## src/rtl/rr_arb_mux.sv

```systemverilog
// rr_arb_mux: NUM_CH-channel valid/ready arbitrating multiplexer with one registered output stage.
// Each cycle one channel wins by fixed priority, round robin or manual select, or none wins (hold).
module rr_arb_mux #(
    parameter  int NUM_CH = 4,
    parameter  int WIDTH  = 8,
    localparam int SEL_W  = $clog2(NUM_CH)
) (
    input  logic                    clk,
    input  logic                    rst,
    input  logic [1:0]              mode,
    input  logic [SEL_W-1:0]        sel,
    input  logic [NUM_CH-1:0]       inValid,
    input  logic [NUM_CH*WIDTH-1:0] inData,
    output logic [NUM_CH-1:0]       inReady,
    output logic                    outValid,
    output logic [WIDTH-1:0]        outData,
    output logic [SEL_W-1:0]        outSel,
    input  logic                    outReady
);

    localparam logic [SEL_W:0]   NUM_CH_W = (SEL_W+1)'(NUM_CH);
    localparam logic [SEL_W-1:0] LAST_CH  = SEL_W'(NUM_CH - 1);
    localparam logic [SEL_W:0]   NO_PICK  = {(SEL_W+1){1'b0}};

    // Pick result is {found, index}; the loops run high-to-low so the first match wins.
    function automatic logic [SEL_W:0] pick_fixed(input logic [NUM_CH-1:0] v);
        logic [SEL_W:0] r;
        r = NO_PICK;
        for (int i = NUM_CH - 1; i >= 0; i--) begin
            if (v[SEL_W'(i)]) begin
                r = {1'b1, SEL_W'(i)};
            end
        end
        return r;
    endfunction

    function automatic logic [SEL_W:0] pick_rr(input logic [NUM_CH-1:0] v,
                                               input logic [SEL_W-1:0]  ptr);
        logic [SEL_W:0]   r;
        logic [SEL_W-1:0] jx;
        int               j;
        r = NO_PICK;
        for (int k = NUM_CH - 1; k >= 0; k--) begin
            j = int'(ptr) + k;
            if (j >= NUM_CH) begin
                j = j - NUM_CH;
            end
            jx = SEL_W'(j);
            if (v[jx]) begin
                r = {1'b1, jx};
            end
        end
        return r;
    endfunction

    logic [SEL_W:0]      pick_s;
    logic                grant_any_s;
    logic [SEL_W-1:0]    grant_idx_s;
    logic [NUM_CH-1:0]   grant_s;
    logic                can_load_s;
    logic                xfer_s;
    logic [SEL_W-1:0]    rr_next_s;

    logic                out_valid_r;
    logic [WIDTH-1:0]    out_data_r;
    logic [SEL_W-1:0]    out_sel_r;
    logic [SEL_W-1:0]    rr_ptr_r;

    // Select the winning channel for the current mode
    always_comb begin
        pick_s = NO_PICK;
        case (mode)
            2'd0: pick_s = pick_fixed(inValid);
            2'd1: pick_s = pick_rr(inValid, rr_ptr_r);
            2'd2: begin
                if (({1'b0, sel} < NUM_CH_W) && inValid[sel]) begin
                    pick_s = {1'b1, sel};
                end else begin
                    pick_s = NO_PICK;
                end
            end
            default: pick_s = NO_PICK;
        endcase
    end

    assign grant_any_s = pick_s[SEL_W];
    assign grant_idx_s = pick_s[SEL_W-1:0];

    // Expand the winning index into a one-hot grant vector
    always_comb begin
        grant_s = {NUM_CH{1'b0}};
        for (int i = 0; i < NUM_CH; i++) begin
            grant_s[SEL_W'(i)] = grant_any_s && (grant_idx_s == SEL_W'(i));
        end
    end

    // The output stage accepts a word when empty or when its word leaves this cycle
    assign can_load_s = ~out_valid_r | outReady;
    assign inReady    = grant_s & {NUM_CH{can_load_s & ~rst}};
    assign xfer_s     = grant_any_s & can_load_s & ~rst;
    assign rr_next_s  = (grant_idx_s == LAST_CH) ? {SEL_W{1'b0}} : grant_idx_s + SEL_W'(1);

    // Output register and round-robin pointer
    always_ff @(posedge clk) begin
        if (rst) begin
            out_valid_r <= 1'b0;
            out_data_r  <= {WIDTH{1'b0}};
            out_sel_r   <= {SEL_W{1'b0}};
            rr_ptr_r    <= {SEL_W{1'b0}};
        end else begin
            if (xfer_s) begin
                out_valid_r <= 1'b1;
                out_data_r  <= inData[int'(grant_idx_s)*WIDTH +: WIDTH];
                out_sel_r   <= grant_idx_s;
            end else if (out_valid_r && outReady) begin
                out_valid_r <= 1'b0;
            end else begin
                out_valid_r <= out_valid_r;
            end
            if (xfer_s && (mode == 2'd1)) begin
                rr_ptr_r <= rr_next_s;
            end else begin
                rr_ptr_r <= rr_ptr_r;
            end
        end
    end

    assign outValid = out_valid_r;
    assign outData  = out_data_r;
    assign outSel   = out_sel_r;

endmodule

```

## config.mk

```make
export PLATFORM = sky130hd
export DESIGN_NAME = rr_arb_mux
export DESIGN_NICKNAME = d
export VERILOG_FILES = /design/src/rtl/rr_arb_mux.sv
export SDC_FILE = /design/constraint.sdc
export NUM_CORES = 1
export LEC_CHECK = 0
export BUFFER_PORTS_ARGS = -buffer_cell sky130_fd_sc_hd__buf_2
export CORE_AREA = 2 2 53 55
export CTS_CLUSTER_DIAMETER = 30
export DETAILED_ROUTE_END_ITERATION = 8
export DIE_AREA = 0 0 55 57
export HOLD_SLACK_MARGIN = 0.02
export PLACE_DENSITY = 0.76
export SLEW_MARGIN = 15
export SYNTH_ARGS = -nofsm -noshare
export SYNTH_HDL_FRONTEND = slang
export SYNTH_SLANG_ARGS = --single-unit
```

## constraint.sdc

```tcl
create_clock -name clk -period 2.65 [get_ports clk]
set_input_delay 0 -clock clk [delete_from_list [all_inputs] [get_ports clk]]
set_output_delay 0 -clock clk [all_outputs]
set_load 0.02 [all_outputs]
```

==> results.cfg, run 1 <==
[yosys]
synthFlopType = dfxtp_1
yosysTopAreaCell = dfxtp_1
yosysSeqAreaShare_pct = 24.5
ys_top_cells_by_area = dfxtp_1 (24%), mux2i_1 (10%), a2111oi_0 (8.2%), a21oi_1 (5.6%), nor2b_1 (5.3%)
netlist_instances = 125
syn_avg_cell_area_um2 = 8.51
ys.warnings.count = 0
synth_area_um2 = 1060
synth_top_area_share_pct = 24.5
yosysUniqueCellTypes = 38
synth_edf_count = 0
synth-async-reset-ratio_pct = 0
yosys_register_bits = 13

[timing]
worstMarginPinSlew_ns = 0.531
layout_min_cycle_time_ns = 2.41
fin_skew_ns = 0.0104
slew_headroom_pct = 63.7
final.setup.worst_slack_ns = 0.239
fmax_ghz = 0.415
final_hold_viol_count = 0
fin_tns_setup_ns = 0
post-route-period-util_pct = 91.0
rsz0062_at_grt = no
setup_viol = 0
drv_slew = 0

[routing]
top_layer_used = met4
drcViolationCount = 0
num_vias = 1175
wire_per_inst_um = 14.3
dr_wl_met3_um = 218
dr.pass1.iters = 4
drtAntennaViolNets = 0
routed_via_density = 5.62
first_iter_violations = 26
wl_met1_um = 1290
wl_met2_um = 1440
drt-total-wl_um = 3000

[finish]
num-fill-cells = 271
post-route-cell-area_um2 = 1360
area_growth_pct = 27.4
final_core_util_pct = 51.8
layout.nets = 225
drive_gt1_share_pct = 37.1
insertedDiodeCount = 0

[hold_path]
hp-class = input port to flop
hold_path_depth = 3

[global_routing]
grt_pass1_vias = 1075
grt_pass1_wl_um = 4570
grtUsageTotal_pct = 19.5
grt_max_degree = 22
grt-ovfl-total = 0
antenna_found_initial = 0

[floorplanning]
num_rows = 19
die-width_um = 55
die_y_um = 57
ioPinCount = 58
start_util_pct = 40.7
coreArea_um2 = 2620
die_area_um2 = 3140

[clock_tree]
tritoncts = done
clockBufferDepth = 2
clkSinkCount = 13
clkTransAtPathRegs_ns = 0.07
cts_hold_buf = 0
numCtsBuffers = 3
h-tree-depth = 1
post_cts_resized = 0
post_cts_buffers = 0
clk_latency_ns = 0.28
cts_root_buf = clkbuf_4

[setup_path]
r2r_cells = 7
worstSetupStartpointType = flop
cp-end-kind = primary output
cp_max_fo = 9
crit_arrival_ns = 2.41
critical_path_class = flop to primary output
crit_required_ns = 2.65

[power_and_ir_drop]
powerDensity_nw_per_um2 = 388
p_leak_nw = 0.598
ir_worst_vdd_mv = 0.286
p_int_w = 0.000345
combPwrFrac_pct = 34.7
p_switching_w = 0.000181
seq_power_share_pct = 41.6
switching_share_pct = 34.3
clkPwrFrac_pct = 23.7

[place]
dpl_cell_area_um2 = 1330
place.gp.congestion = 0.781
place_ws_ns = 0.379
port_buffers = 55
hpwl_um = 2280

[run_status]
status = complete, no violations

[flow_run]
maxCapViolCount = 0
-- final timing paths --
check | from | to | slack, ns
setup / recovery | rr_ptr_r[1]$_SDFFE_PP0P_ | inReady[1] | 0.24
setup reg to reg | rr_ptr_r[1]$_SDFFE_PP0P_ | rr_ptr_r[0]$_SDFFE_PP0P_ | 0.37
hold / removal | outReady | outValid$_SDFFE_PP0P_ | 0.03
hold reg to reg | outSel[1]$_SDFFE_PP0P_ | outSel[1]$_SDFFE_PP0P_ | 0.51
-- area by class of cell --
cell class,count,area [um2],area share (%)
well taps,31,38.8,2.86
inverters,7,26.3,1.94
repair buffers,58,298,22.0
flip-flops and latches,13,260,19.2
multi-input cells,96,706,52.1
clock buffers,4,26.3,1.94
-- kinds of logic (layout without fill, tap and decap cells) --
| group | Yosys count | count (layout) | synth area share (%) |
|---|---|---|---|
| flops | 13 | 13 | 24.5 |
| buf+inv | 17 | 69 | 9.53 |
| compound gates | 49 | 49 | 33.6 |
| other cells | 1 | 2 | 0.353 |
| simple gates | 29 | 29 | 15.8 |
| mux | 13 | 13 | 12.7 |
| fa+ha+maj | 3 | 3 | 3.53 |
-- registers in the layout, summed over array words and instances (netlist names) --
signal / cells
outData: 8
outSel: 2
outValid: 1
rr_ptr_r: 2
-- layer usage --
metal | track usage, % | up-vias
li1 | - | 578
met1 | 24.9 | 542
met2 | 32.0 | 48
met3 | 3.40 | 7
met4 | 7.67 | 0
met5 | 0 | -
-- layout by cell type, fill, tap and decap left out, drive strengths merged, types with 2 or more instances in the layout --
cell type and count:
a2111oi 15, a211oi 2, a21o 3, a21oi 12
and2 2, buf 58, clkbuf 4, conb 2
dfxtp 13, ha 3, inv 7, mux2i 12
nand2b 3, nor2 7, nor2b 9, nor3 2
o21ai 11
-- worst max-delay path, stage by stage (launching register included) --
cell and delay, ns:
dfxtp_1 0.45, inv_2 0.07, a221oi_4 0.45, a21o_1 0.38, buf_4 0.22, inv_1 0.07, ha_1 0.19, and2_1 0.14
buf_2 0.15
-- Yosys cell counts (2+ instances only) --
master     number
dfxtp_1        13
a21oi_1        12
mux2i_1        11
a2111oi_0      10
o21ai_0        10
nor2b_1         9
nor2_1          7
a2111oi_1       5
inv_1           5
a21o_1          3
buf_4           3
clkbuf_1        3
ha_1            3
nand2b_1        3
a211oi_1        2
and2_1          2
inv_2           2
nor3_1          2
-- power by group through the flow --
stage | combinational, W | sequential (W) | clock, W
5_1_grt | 0.000199 | 0.000221 | 0.000137
4_1_cts | 0.000183 | 0.000219 | 0.000126
3_3_place_gp | 0.000175 | 0.000222 | 0
2_1_floorplan | 0.0000986 | 0.000240 | 0
6_report | 0.000182 | 0.000219 | 0.000125
3_5_place_dp | 0.000181 | 0.000223 | 0
-- per-stage QoR --
step | hold slack [ns] | power, W | cells
floorplan | 0.0831 | 0.000338 | 126
global placement | 0.319 | 0.000397 | 205
detailed placement | 0.329 | 0.000404 | 205
CTS | 0.0420 | 0.000528 | 209
global route | 0.0680 | 0.000556 | 209
finish | 0.0347 | 0.000526 | 209
No activity file was read; power rests on OpenSTA's default activity.
==> run 2, diff against run 1 <==
Settings changed: CTS_BUF_LIST set to sky130_fd_sc_hd__clkbuf_8 sky130_fd_sc_hd__clkbuf_16.
==> run 2 against run 1 <==
- sequential power barely moved
- global-route usage fell by 0.21 points
- sequential share of layout area decreased by 0.26 points
- critical path type unchanged
- register-to-register slack barely moved
- power is 9.2% higher
- cell area up 1.4%
- hold slack improved by 0.043 ns
- first-iteration DRC count rose by 12%
==> results.cfg, run 2 (synthesized netlist as in run 1, its figures left out) <==
[run_status]
status = complete, no violations

[setup_path]
crit_required_ns = 2.65
cpPeakStageDelay_ns = 0.44
cp-end-kind = primary output
path_cells = inv_2, a221oi_4, a21o_1, buf_4, inv_1, ha_1, and2_1, buf_2
cp_num_buf_inv = 4
cpMaxStageDelayCell = dfxtp_1
path_delay_family = compound AO/OA/AOI/OAI gates
worstSetupStartpointType = flop
crit_arrival_ns = 2.36
cp_max_fo = 9
critical_path_class = flop to primary output
r2r_cells = 7
path_depth = 8

[finish]
stdcell_count = 209
mostFrequentLayoutCell = buf_2
num-fill-cells = 266
final_core_util_pct = 52.5
drive_gt1_share_pct = 37.1
insertedDiodeCount = 0
final_cell_mix = buf_2 (55), dfxtp_1 (13), a21oi_1 (12)
layout.nets = 225
largest_reg_flops = 8
area_growth_pct = 29.2

[routing]
drt-total-wl_um = 2980
drtAntennaViolNets = 0
dr.pass1.iters = 4
drcViolationCount = 0
routed_via_density = 5.59
num_vias = 1168
wire_per_inst_um = 14.2
first_iter_violations = 29

[timing]
hold_ws_ns = 0.0773
drv_slew = 0
fin_tns_setup_ns = 0
fin_skew_ns = 0.00993
rsz0062_at_grt = no
post-route-period-util_pct = 89.0
fmax_ghz = 0.424
worstMarginPinSlew_ns = 0.551
layout_min_cycle_time_ns = 2.36
slew_headroom_pct = 62.9
final_hold_viol_count = 0
setup_viol = 0

[clock_tree]
post_cts_resized = 0
cts_root_buf = clkbuf_8
clkTransAtPathRegs_ns = 0.05
clk_latency_ns = 0.24
clkSinkCount = 13
post_cts_buffers = 0
clockBufferDepth = 2
numCtsBuffers = 3
tritoncts = done
cts_hold_buf = 0
h-tree-depth = 1

[floorplanning]
start_util_pct = 40.7
die-width_um = 55
die_y_um = 57
coreArea_um2 = 2620
ioPinCount = 58
die_area_um2 = 3140
num_rows = 19

[global_routing]
grt-ovfl-total = 0
grt_max_degree = 22
grt_pass1_wl_um = 4600
antenna_found_initial = 0
grt_pass1_vias = 1074
grtUsageTotal_pct = 19.3

[power_and_ir_drop]
power_w = 0.000574
ir_worst_vdd_mv = 0.243
powerDensity_nw_per_um2 = 418
p_leak_nw = 0.610

[hold_path]
hp-class = input port to flop
hold_path_depth = 3

[place]
placed_cells = 205
place.gp.congestion = 0.781
port_buffers = 55
hpwl_um = 2280

[flow_run]
maxCapViolCount = 0
-- run 2: cell count changes in the layout (fill, tap and decap cells not counted), sizes merged --
cell	change
clkbuf	-1
inv	+1
-- run 2: where the power goes --
| part | switching [W] | internal, W |
|---|---|---|
| registers | 0.00000828 | 0.000211 |
| logic | 0.000106 | 0.0000762 |
| clock network | 0.0000704 | 0.000102 |
| total | 0.000185 | 0.000389 |
-- run 2: final cells by class --
cell class                      instances  area, um2  share of cell area, %
Clock inverter                          1       3.75                  0.273
Sequential cell                        13        260                   18.9
Timing Repair Buffer                   58        298                   21.7
Tap cell                               31       38.8                   2.82
Inverter                                7       26.3                   1.91
Multi-Input combinational cell         96        706                   51.4
Clock buffer                            3       41.3                   3.01
-- run 2: layer usage --
layer | vias to the layer above | global-route usage (%) | wire, um
li1 | 576 | - | -
met1 | 546 | 24.1 | 1290
met4 | 0 | 4.88 | 21
met2 | 42 | 32.8 | 1450
met3 | 4 | 4.45 | 212
met5 | - | 0 | 0
-- run 2: worst min-delay path: cells and delay by family --
kind                   cells  cell delay, ns
AND/OR/NAND/NOR            1            0.12
buffers and inverters      1            0.07
AO/OA/AOI/OAI              1            0.07
-- run 2: path summary, 6_finish.rpt --
path | end | startpoint | slack (ns)
max | inReady[1] | rr_ptr_r[1]$_SDFFE_PP0P_ | 0.29
min | outValid$_SDFFE_PP0P_ | outReady | 0.08
max reg2reg | rr_ptr_r[0]$_SDFFE_PP0P_ | rr_ptr_r[1]$_SDFFE_PP0P_ | 0.36
min reg2reg | outSel[1]$_SDFFE_PP0P_ | outSel[1]$_SDFFE_PP0P_ | 0.50
-- run 2: through the flow --
step           cell area, um2  worst slack, ns
2_1_floorplan            1070            0.500
3_3_place_gp             1330            0.528
3_5_place_dp             1330            0.379
4_1_cts                  1370            0.301
5_1_grt                  1370            0.151
6_report                 1370            0.293
